File: src/rtl/multicycle_control.sv
`default_nettype none
// ============================================================================
// Module   : multicycle_control
// Purpose  : FSM sequencer for the multicycle MIPS datapath, with memory-ready
//            handshake, illegal-opcode pulse and retired-instruction counter.
// Revision : 1.0 - initial release
// ============================================================================
module multicycle_control #(
  parameter int CNT_W = 32
) (
  input  logic             CLK,
  input  logic             RST,
  input  logic [5:0]       opcode,
  input  logic             zero,
  input  logic             memReady,
  output logic             PCWrite,
  output logic             PCWriteCond,
  output logic             IorD,
  output logic             MemRead,
  output logic             MemWrite,
  output logic             IRWrite,
  output logic             MemtoReg,
  output logic             RegDst,
  output logic             RegWrite,
  output logic             ALUSrcA,
  output logic [1:0]       ALUSrcB,
  output logic [1:0]       ALUOp,
  output logic [1:0]       PCSource,
  output logic [3:0]       state,
  output logic             illegal,
  output logic [CNT_W-1:0] retired
);

  typedef enum logic [3:0] {
    S_FETCH  = 4'd0,
    S_DECODE = 4'd1,
    S_MEMADR = 4'd2,
    S_MEMRD  = 4'd3,
    S_MEMWB  = 4'd4,
    S_MEMWR  = 4'd5,
    S_EXEC   = 4'd6,
    S_RWB    = 4'd7,
    S_BRANCH = 4'd8,
    S_JUMP   = 4'd9,
    S_ADDIEX = 4'd10,
    S_ADDIWB = 4'd11
  } state_t;

  localparam logic [5:0] c_OP_RTYPE = 6'b000000;
  localparam logic [5:0] c_OP_LW    = 6'b100011;
  localparam logic [5:0] c_OP_SW    = 6'b101011;
  localparam logic [5:0] c_OP_BEQ   = 6'b000100;
  localparam logic [5:0] c_OP_J     = 6'b000010;
  localparam logic [5:0] c_OP_ADDI  = 6'b001000;

  state_t           r_state;
  logic             r_illegal;
  logic [CNT_W-1:0] r_retired;

  state_t           w_next;
  logic             w_op_illegal;
  logic             w_retire;

  // The branch decision is taken in the datapath by gating PCWriteCond with zero.
  logic             w_unused_zero;
  assign w_unused_zero = zero;

  // --------------------------------------------------------------------------
  // Next-state, retire and illegal-opcode decode
  // --------------------------------------------------------------------------
  always_comb begin
    w_next       = S_FETCH;
    w_op_illegal = 1'b0;
    w_retire     = 1'b0;
    case (r_state)
      S_FETCH:  w_next = memReady ? S_DECODE : S_FETCH;
      S_DECODE: begin
        case (opcode)
          c_OP_RTYPE:       w_next = S_EXEC;
          c_OP_LW, c_OP_SW: w_next = S_MEMADR;
          c_OP_BEQ:         w_next = S_BRANCH;
          c_OP_J:           w_next = S_JUMP;
          c_OP_ADDI:        w_next = S_ADDIEX;
          default: begin
            w_next       = S_FETCH;
            w_op_illegal = 1'b1;
          end
        endcase
      end
      S_MEMADR: w_next = (opcode == c_OP_LW) ? S_MEMRD : S_MEMWR;
      S_MEMRD:  w_next = memReady ? S_MEMWB : S_MEMRD;
      S_MEMWB: begin
        w_next   = S_FETCH;
        w_retire = 1'b1;
      end
      S_MEMWR: begin
        w_next   = memReady ? S_FETCH : S_MEMWR;
        w_retire = memReady;
      end
      S_EXEC:   w_next = S_RWB;
      S_ADDIEX: w_next = S_ADDIWB;
      S_RWB, S_BRANCH, S_JUMP, S_ADDIWB: begin
        w_next   = S_FETCH;
        w_retire = 1'b1;
      end
      default:  w_next = S_FETCH;
    endcase
  end

  // --------------------------------------------------------------------------
  // State, illegal pulse and retired counter
  // --------------------------------------------------------------------------
  always_ff @(posedge CLK) begin
    if (RST) begin
      r_state   <= S_FETCH;
      r_illegal <= 1'b0;
      r_retired <= '0;
    end else begin
      r_state   <= w_next;
      r_illegal <= w_op_illegal;
      if (w_retire) begin
        r_retired <= r_retired + CNT_W'(1);
      end
    end
  end

  // --------------------------------------------------------------------------
  // Control outputs, decoded from the registered state
  // --------------------------------------------------------------------------
  always_comb begin
    PCWrite     = 1'b0;
    PCWriteCond = 1'b0;
    IorD        = 1'b0;
    MemRead     = 1'b0;
    MemWrite    = 1'b0;
    IRWrite     = 1'b0;
    MemtoReg    = 1'b0;
    RegDst      = 1'b0;
    RegWrite    = 1'b0;
    ALUSrcA     = 1'b0;
    ALUSrcB     = 2'b00;
    ALUOp       = 2'b00;
    PCSource    = 2'b00;
    case (r_state)
      S_FETCH: begin
        MemRead = 1'b1;
        ALUSrcB = 2'b01;
        IRWrite = memReady;
        PCWrite = memReady;
      end
      S_DECODE: ALUSrcB = 2'b11;
      S_MEMADR, S_ADDIEX: begin
        ALUSrcA = 1'b1;
        ALUSrcB = 2'b10;
      end
      S_MEMRD: begin
        MemRead = 1'b1;
        IorD    = 1'b1;
      end
      S_MEMWB: begin
        RegWrite = 1'b1;
        MemtoReg = 1'b1;
      end
      S_MEMWR: begin
        MemWrite = 1'b1;
        IorD     = 1'b1;
      end
      S_EXEC: begin
        ALUSrcA = 1'b1;
        ALUOp   = 2'b10;
      end
      S_RWB: begin
        RegWrite = 1'b1;
        RegDst   = 1'b1;
      end
      S_BRANCH: begin
        ALUSrcA     = 1'b1;
        ALUOp       = 2'b01;
        PCWriteCond = 1'b1;
        PCSource    = 2'b01;
      end
      S_JUMP: begin
        PCWrite  = 1'b1;
        PCSource = 2'b10;
      end
      S_ADDIWB: RegWrite = 1'b1;
      default: ;
    endcase
    // Reset must never let a write or memory strobe escape, even mid-instruction.
    if (RST) begin
      PCWrite     = 1'b0;
      PCWriteCond = 1'b0;
      MemRead     = 1'b0;
      MemWrite    = 1'b0;
      IRWrite     = 1'b0;
      RegWrite    = 1'b0;
    end
  end

  assign state   = r_state;
  assign illegal = r_illegal;
  assign retired = r_retired;

endmodule
`default_nettype wire

File: config.mk
export PLATFORM = sky130hd
export DESIGN_NAME = multicycle_control
export DESIGN_NICKNAME = d
export VERILOG_FILES = /design/src/rtl/multicycle_control.sv
export SDC_FILE = /design/constraint.sdc
export NUM_CORES = 1
export LEC_CHECK = 0
export ABC_AREA = 1
export CORE_ASPECT_RATIO = 1.1
export CORE_MARGIN = 10
export CORE_UTILIZATION = 44
export DETAILED_ROUTE_END_ITERATION = 10
export PLACE_DENSITY = 0.76
export RECOVER_POWER = 50
export SYNTH_ARGS = -nofsm -noshare
export SYNTH_HDL_FRONTEND = slang
export SYNTH_SLANG_ARGS = --single-unit
File: constraint.sdc
create_clock -name CLK -period 1.8 [get_ports CLK]
set_clock_uncertainty 0.05 [all_clocks]
set_input_delay 0.54 -clock CLK [delete_from_list [all_inputs] [get_ports CLK]]
set_output_delay 0.54 -clock CLK [all_outputs]
set_load 0.02 [all_outputs]
# --- After elaboration in Yosys (flattened, before gate mapping) ---
# Cells that the tools add are included.
# W data, S select, Z words.
classes:
  n_addsub: 1
  eq_ne: 16
  muxes: 27
  bitwise_logic: 1
  n_reduce_logical: 11
op_table:
  columns: ["cell", "count"]
  rows:
  - ["$add A32 B1 Y32 const B", 1]
  - ["$pmux W4 S7", 1]
  - ["$pmux W4 S5", 1]
  - ["$mux W1", 17]
  - ["$eq A4 B3 Y1 const B", 4]
  - ["$eq A4 B4 Y1 const B", 4]
  - ["$eq A6 B6 Y1 const B", 2]
  - ["$reduce_or A2 Y1", 5]
  - ["$mux W3", 3]
  - ["$eq A4 B2 Y1 const B", 2]
  - ["$pmux W2 S2", 2]
  - ["$eq A6 B2 Y1 const B", 1]
  - ["$eq A6 B3 Y1 const B", 1]
  - ["$eq A6 B4 Y1 const B", 1]
  - ["$logic_not A6 Y1", 1]
  - ["$pmux W2 S3", 1]
  - ["$reduce_or A6 Y1", 1]
  - ["$reduce_or A5 Y1", 1]
  - ["$eq A4 B1 Y1 const B", 1]
  - ["$logic_not A4 Y1", 1]
  - ["$pmux W1 S2", 2]
  - ["$reduce_or A4 Y1", 1]
  - ["$reduce_or A3 Y1", 1]
  - ["$not A1 Y1", 1]
word_totals:
  reg_bits: 37
  out_inout_bits: 53

# --- Longest topological paths before layout ---
# Gate-level depths: netlist of run 1.
logic_depth:
  depth_word: 4
  mapped_depth: 12
  ltp_nobuf: 11

# --- Worst setup path before layout of run 1 ---
# No wires, ideal clock.
synth_path:
  kind: "register to output"
  from: "register r_state[3] (netlist: state[3])"
  to: "output port PCWrite"
  arrival_ps: 1487
  t_required_ps: 1210
  setup_slack_ps: -277
  stages_incl_launch_ff: 4
  n_path_buf: 0
  cell_sequence: "dfxtp_1 nand2_1 nor3_1 o21a_1"
synth_via:
  elab_chain_cells: 3
  word_cells_on_any_way: 4
synth_rtl:
  columns: ["item", "line_no", "source"]
  rows:
  - ["from (decl)", "56", "state_t r_state;"]
  - ["from (signal assigned)", "119", "r_state <= w_next;"]
  - ["$eq A4 B4 Y1 / $logic_not A4 Y1 (equally long branches)", "144", "case (r_state)"]
  - ["$pmux W1 S2 *", "144", null]
  - ["$mux W1 *", "190", "if (RST) begin"]
  - ["to (decl)", "16", "output logic PCWrite,"]
# Mark *: on every way between the ends. The rest lies on a longest branch, timed or not.

# --- Final worst setup path of run 1 ---
# Same ends and word-level chain as after synthesis.

==> results.json, run 1 <==
{
  "vdd_drop_max_v": 0.0006055,
  "synth.cell_area_sq_um": 2424,
  "switching_share_pct": 25.39,
  "crit_start": "state[3]$_SDFF_PP0_",
  "cts.reportedPaths.clkPinSlew_ns": 0.07,
  "synth_cell_types": 29,
  "syn-num-nets": 422,
  "fin_ws_ns": -0.1061,
  "antenna_left": 0,
  "final_util_pct": 69.14,
  "clock-root-buffer": "clkbuf_8",
  "tightest_slew_ns": 0.4376,
  "maxSlewViolCount": 0,
  "vias": 2944,
  "initial_utilization_pct": 45.21,
  "startpoint_type": "flop",
  "ys_seq_elements": 37,
  "avgSynthCellArea_sq_um": 5.897,
  "r2r-start": "state[3]$_SDFF_PP0_",
  "met1Wirelength_mm": 3.078,
  "worstPathArrival_ns": 1.32,
  "drt-initial-drc-count": 88,
  "setup_violations": 13,
  "netlist.area_leader.share_pct": 30.56,
  "post_drt_wl_per_cell_um": 12.88,
  "clkPwrFrac_pct": 36.6,
  "drcViolationCount": 0,
  "coreArea_sq_um": 5360,
  "relSlewSlack_pct": 70.60,
  "antenna_found_initial": 0,
  "dieArea_sq_um": 8880,
  "drv_cap": 0,
  "vias_per_cell": 4.956,
  "io_pins": 63,
  "synth_top_area_cell": "dfxtp_1",
  "layoutNonFillerInstCount": 594,
  "grt_first_pass_wirelength_mm": 12.41,
  "seq_area_frac_synth_pct": 30.56,
  "port_buffers": 61,
  "diodes": 0,
  "power.switching_mw": 0.3983,
  "placementRows": 28,
  "grt_max_degree": 29,
  "combPwrFrac_pct": 11.0,
  "yosysWarnings": 0,
  "htreeDepth": 2,
  "wl_met2_mm": 3.932,
  "pwr_density_cell_nw_per_um2": 423.3,
  "cp.required_ns": 1.21,
  "die_w_um": 90.76,
  "post-route-period-util_pct": 105.9,
  "layout-drive-gt1-share_pct": 26.20,
  "fin_tns_setup_ns": -0.6245,
  "clkSinkCount": 37,
  "final_hold_viol_count": 0,
  "area_delta_synth_final_pct": 52.92,
  "endpoint_kind": "output pin",
  "whs_path_depth": 2,
  "max_freq_mhz": 524.6,
  "wl_met3_um": 489,
  "gr-usage-all-layers_pct": 16.28,
  "postSynthCellCount": 411,
  "nets": 529,
  "cp_max_fo": 4,
  "grt_pass1_vias": 2715,
  "seqPwrFrac_pct": 52.4,
  "ctsHoldBuffers": 0,
  "top_layer_used": "met4",
  "outcome": "finished with violations",
  "worstSetupPathType": "flop to output pin",
  "period_needed_ns": 1.906,
  "violations": "negative setup slack",
  "rsz0062_at_grt": "yes",
  "power_mw": 1.569,
  "clk_path_buf_depth": 2,
  "p_int_mw": 1.170,
  "place_inst": 580,
  "netlist_top_cells_area": "dfxtp_1 31%, nand2_1 17%, nor2_1 10%",
  "cts_buffers": 5,
  "die_h_um": 97.84,
  "wl_mm": 7.652,
  "rr_worst_depth": 12,
  "clk_latency_ns": 0.30,
  "hold_class": "flop to flop",
  "min_from": "retired[6]$_SDFFE_PP0P_",
  "cts_tree": "yes",
  "finalWeightedCongestion": 0.9311,
  "firstDrtPassIters": 5,
  "fillers": 460,
  "p_leak_nw": 1.828,
  "dp_hpwl_mm": 5.617,
  "gr-total-overflow": 0
}
worst paths after layout:
path | endpoint | slack, ns
setup / recovery | PCWrite | -0.11
hold / removal | retired[6]$_SDFFE_PP0P_ | 0.48
setup reg to reg | retired[12]$_SDFFE_PP0P_ | 0.07
hold reg to reg | retired[6]$_SDFFE_PP0P_ | 0.48
synthesized netlist by cell type:
cell and n:
nor2_4 6, and2_1 1, inv_1 49, nand3b_2 1
clkbuf_1 4, nand2_2 1, nor2_2 4, a31oi_1 1
clkinv_2 1, o21ai_1 2, nor4_1 1, nand3_1 41
o21ai_0 5, nand2_1 111, nor3_1 10, nor2_1 66
a21oi_1 21, buf_4 2, a21oi_2 1, inv_2 17
nand3b_1 2, nand3_2 1, buf_2 4, nand4_1 16
dfxtp_1 37, ha_1 1, buf_6 1, o21a_1 1
xnor2_1 3
sequential cells by signal, summed over array words and instances, names as in the netlist:
register and count:
state 4, illegal 1, retired 32
placed cells by master (no fill, tap or decap), types with 2 or more instances in the layout:
cell / n
nor2_4: 13
clkbuf_1: 3
nand3_2: 2
nand3b_1: 2
nor3_1: 8
o21ai_0: 4
nand3_1: 39
dlygate4sd2_1: 38
nand2_4: 3
a21oi_1: 19
a21oi_2: 3
buf_6: 14
nor2_2: 6
inv_2: 17
dfxtp_1: 33
dfxtp_4: 4
clkbuf_8: 5
nand2_1: 101
nand4_1: 16
buf_4: 48
nor2_1: 57
clkdlybuf4s50_1: 5
inv_1: 46
xnor2_1: 3
nand2_2: 7
o21ai_1: 3
power groups by stage:
stage / Combinational [mW] / Sequential, mW / Clock (mW)
2_1_floorplan: 0.0680 / 0.848 / 0
3_3_place_gp: 0.152 / 0.843 / 0
3_5_place_dp: 0.155 / 0.843 / 0
4_1_cts: 0.162 / 0.822 / 0.578
5_1_grt: 0.187 / 0.822 / 0.619
6_report: 0.173 / 0.822 / 0.574
cell type report:
class                      instances  area (sq um)  share of cell area, %
clock buffer                       8         80.08                  2.161
timing repair buffer             111         987.2                  26.64
inverter                          67         267.8                  7.225
multi-input combinational        296          1521                  41.05
sequential                        37         755.7                  20.39
tap                               75         93.84                  2.532
cell families after synthesis:
kind of cell / share of synthesized area [%]
AOI/OAI and AO/OA: 6.712
xor gates and xnor gates: 1.084
adders and majority gates: 0.5162
buffers and inverters: 12.96
DFF: 30.56
and+or+nand+nor: 48.17
per-layer routing:
metal / track usage [%] / up-vias
li1: - / 1511
met1: 18.11 / 1344
met2: 28.76 / 77
met3: 4.441 / 12
met4: 6.250 / 0
met5: 0 / -
what timing repair did:
item / CTS / global route
pin swaps: 7 / 11
setup buffers: 2 / 3
resized for setup: 155 / 36
setup endpoints to repair: 53 / 41
cloned: 0 / 1
critical path: stages (launching register included):
cell and delay, ns:
dfxtp_4 0.37, nor2_4 0.18, nand3_4 0.12, nor2_4 0.10
o21a_1 0.13, buf_6 0.12
per-stage QoR:
step	worst slack (ns)	hold WS [ns]	area, sq um
5_1_grt	-0.1669	0.5058	3706
4_1_cts	-0.1101	0.4795	3533
2_1_floorplan	-0.06555	0.5151	2445
3_5_place_dp	-0.7834	0.4743	3428
6_report	-0.1061	0.4774	3706
3_3_place_gp	-0.7653	0.4586	3428
Power figures use the tool's default switching activity.
==> run 2, diff against run 1 <==
--- a/config.mk
+++ b/config.mk
@@ -7,10 +7,11 @@
 export LEC_CHECK = 0
 export ABC_AREA = 1
 export CORE_ASPECT_RATIO = 1.1
-export CORE_MARGIN = 10
-export CORE_UTILIZATION = 44
+export CORE_MARGIN = 4
+export CORE_UTILIZATION = 57
 export DETAILED_ROUTE_END_ITERATION = 10
-export PLACE_DENSITY = 0.76
+export DONT_BUFFER_PORTS = 1
+export PLACE_DENSITY = 0.75
 export RECOVER_POWER = 50
 export SYNTH_ARGS = -nofsm -noshare
 export SYNTH_HDL_FRONTEND = slang
==> run 2 against run 1 <==
The flow still finishes with violations (negative setup slack). Sequential share of layout area grew 4.6 points. Die area shrank 40%. Clock power grew 13%. Global-route usage grew 7.9 points. Total power is essentially flat. Final cell count shrank 15%. Combinational power shrank 43%. Maximum frequency grew 3.2%. Critical path depth shrank 1. First-iteration DRC count grew 77%. Clock-buffer cell count shrank 1. Critical path type unchanged. Critical endpoint unchanged.
==> results.json, run 2 (synthesis gave the netlist of run 1 again) <==
{
  "outcome": "finished with violations",
  "violations": "negative setup slack",
  "port_buffers": 0,
  "startpoint_type": "flop",
  "clkSinkCount": 37,
  "maxSlewViolCount": 0,
  "dieArea_sq_um": 5360,
  "nets": 465,
  "vias_per_cell": 5.245,
  "holdWs_ns": 0.2500,
  "place_inst": 497,
  "cp.required_ns": 1.21,
  "diodes": 0,
  "dp_hpwl_mm": 4.549,
  "wl_mm": 6.290,
  "clk_latency_ns": 0.29,
  "reg2reg_to": "retired[5]$_SDFFE_PP0P_",
  "rr_worst_depth": 10,
  "p_leak_nw": 1.378,
  "final_hold_viol_count": 0,
  "fin_ws_ns": -0.04658,
  "cts_buffers": 5,
  "crit_start": "state[2]$_SDFF_PP0_",
  "area_delta_synth_final_pct": 24.52,
  "firstDrtPassIters": 4,
  "max_freq_mhz": 541.5,
  "post-route-period-util_pct": 102.6,
  "antenna_found_initial": 0,
  "p_int_mw": 1.197,
  "cp_max_fo": 4,
  "layout_commonest_cell": "nand2_1",
  "initial_utilization_pct": 60.23,
  "r2r-start": "state[3]$_SDFF_PP0_",
  "coreArea_sq_um": 4024,
  "crit_chain": "inv_4, nand2_4, nor3_4, o21a_2",
  "placementRows": 24,
  "vdd_drop_max_v": 0.0005384,
  "period_needed_ns": 1.847,
  "switching_share_pct": 23.66,
  "worstPathArrival_ns": 1.26,
  "final_cell_mix": "107 x nand2_1, 60 x nor2_1, 46 x inv_1",
  "grt_first_pass_wirelength_mm": 10.87,
  "pwr_density_cell_nw_per_um2": 519.5,
  "cts_tree": "yes",
  "cts.reportedPaths.clkPinSlew_ns": 0.07,
  "die_h_um": 76.39,
  "gr-total-overflow": 0,
  "relSlewSlack_pct": 76.68,
  "layout-drive-gt1-share_pct": 24.18,
  "post_drt_wl_per_cell_um": 12.41,
  "final_util_pct": 75.00,
  "antenna_left": 0,
  "htreeDepth": 2,
  "max_stage_delay_ns": 0.37,
  "clkPwrFrac_pct": 41.3,
  "setup_violations": 5,
  "worst-r2r-setup-slack_ns": 0.17,
  "drcViolationCount": 0,
  "grt_pass1_vias": 2535,
  "crit_family": "flip-flops",
  "hold_class": "primary input to flop",
  "layoutNonFillerInstCount": 507,
  "largest_reg_flops": 32,
  "clock-root-buffer": "clkbuf_8",
  "io_pins": 63,
  "vias": 2659,
  "grt_max_degree": 37,
  "clk_path_buf_depth": 2,
  "drt-initial-drc-count": 156,
  "cp_num_cells": 4,
  "drv_cap": 0,
  "finalWeightedCongestion": 0.8505,
  "worstSetupPathType": "flop to output pin",
  "endpoint": "PCWrite",
  "gr-usage-all-layers_pct": 24.23,
  "endpoint_kind": "output pin",
  "seqPwrFrac_pct": 52.5,
  "rsz0062_at_grt": "yes",
  "die_w_um": 70.17,
  "combPwrFrac_pct": 6.3,
  "tightest_slew_ns": 0.3493,
  "cpMaxStageDelayCell": "dfxtp_4",
  "power.switching_mw": 0.3709,
  "path_buf_inv": 1
}
## run 2: cell types whose count changed in the layout (fill, tap and decap cells not counted), moves of 3 or more
cell | previous run | this run
dlygate4sd2_1 | 38 | 0
nor2_1 | 57 | 60
nand2_1 | 101 | 107
clkdlybuf4s50_1 | 5 | 0
nand2_2 | 7 | 4
buf_6 | 14 | 0
nor2_4 | 13 | 10
buf_4 | 48 | 45
clkbuf_1 | 3 | 0
## run 2: metal layers
layer | vias up | part of all wire [%] | GRT usage, %
met2 | 74 | 52 | 45.09
met1 | 1194 | 40 | 25.95
met3 | 12 | 6.8 | 7.256
li1 | 1379 | - | -
met4 | 0 | 1.5 | 7.088
met5 | - | 0 | 0
## run 2: metrics by stage
stage          setup TNS, ns  instance area, sq um  total power, mW  setup slack [ns]
2_1_floorplan        -0.1397                  2445           0.9158          -0.06555
3_3_place_gp               0                  2809           0.9334            0.1170
3_5_place_dp               0                  2809           0.9353            0.1010
4_1_cts              -0.1050                  2982            1.587          -0.03541
5_1_grt              -0.5807                  3018            1.628           -0.1320
6_report             -0.1296                  3018            1.568          -0.04658
## run 2: worst min-delay path by stage
stage / startpoint / endpoint / slack, ns / cells past startpoint
CTS: RST / state[2]$_SDFF_PP0_ / 0.24 / 1
finish: RST / state[0]$_SDFF_PP0_ / 0.25 / 1
global placement: retired[5]$_SDFFE_PP0P_ / retired[5]$_SDFFE_PP0P_ / 0.47 / 2
floorplan: retired[0]$_SDFFE_PP0P_ / retired[0]$_SDFFE_PP0P_ / 0.52 / 1
global route: RST / retired[6]$_SDFFE_PP0P_ / 0.24 / 1
detailed placement: retired[5]$_SDFFE_PP0P_ / retired[5]$_SDFFE_PP0P_ / 0.47 / 2
## run 2: layout make-up
cell class	instances	area, sq um
multi-input combinational	296	1458
inverter	67	260.3
fill	348	1006
clock buffer	7	96.34
timing repair buffer	47	377.9
clock inverter	1	5.005
tap	52	65.06
sequential	37	755.7
## run 2: worst reg2reg max path, stage by stage, from the launching register on
cell and delay [ns]:
dfxtp_4 0.40, inv_2 0.04, nand2_1 0.11, nand2_1 0.10, a21oi_2 0.20, buf_4 0.14
nand2_2 0.08, buf_12 0.17, clkinv_2 0.09, nand2_1 0.05, a21oi_1 0.13
## run 2: what timing repair did
action / CTS / global route
gates resized for setup: 21 / 11
setup endpoints to repair: 13 / 16
buffers inserted: 2 / 0
hold buffers: 0 / 0
pin swaps: 5 / 7
gates cloned: 0 / 0
## run 2: power groups by stage
stage	sequential, mW	clock [mW]	combinational, mW
final	0.823	0.647	0.0981
after global routing	0.823	0.696	0.109
after CTS	0.823	0.669	0.0943
after detailed placement	0.845	0	0.0901
after global placement	0.845	0	0.0883
after floorplan	0.848	0	0.0680
==> run 3, diff against run 2 <==
--- a/config.mk
+++ b/config.mk
@@ -13,6 +13,7 @@
 export DONT_BUFFER_PORTS = 1
 export PLACE_DENSITY = 0.75
 export RECOVER_POWER = 50
+export SLEW_MARGIN = 15
 export SYNTH_ARGS = -nofsm -noshare
 export SYNTH_HDL_FRONTEND = slang
 export SYNTH_SLANG_ARGS = --single-unit
==> results of run 3 <==
The final DEF is identical to that of run 2; final timing and power are the same.
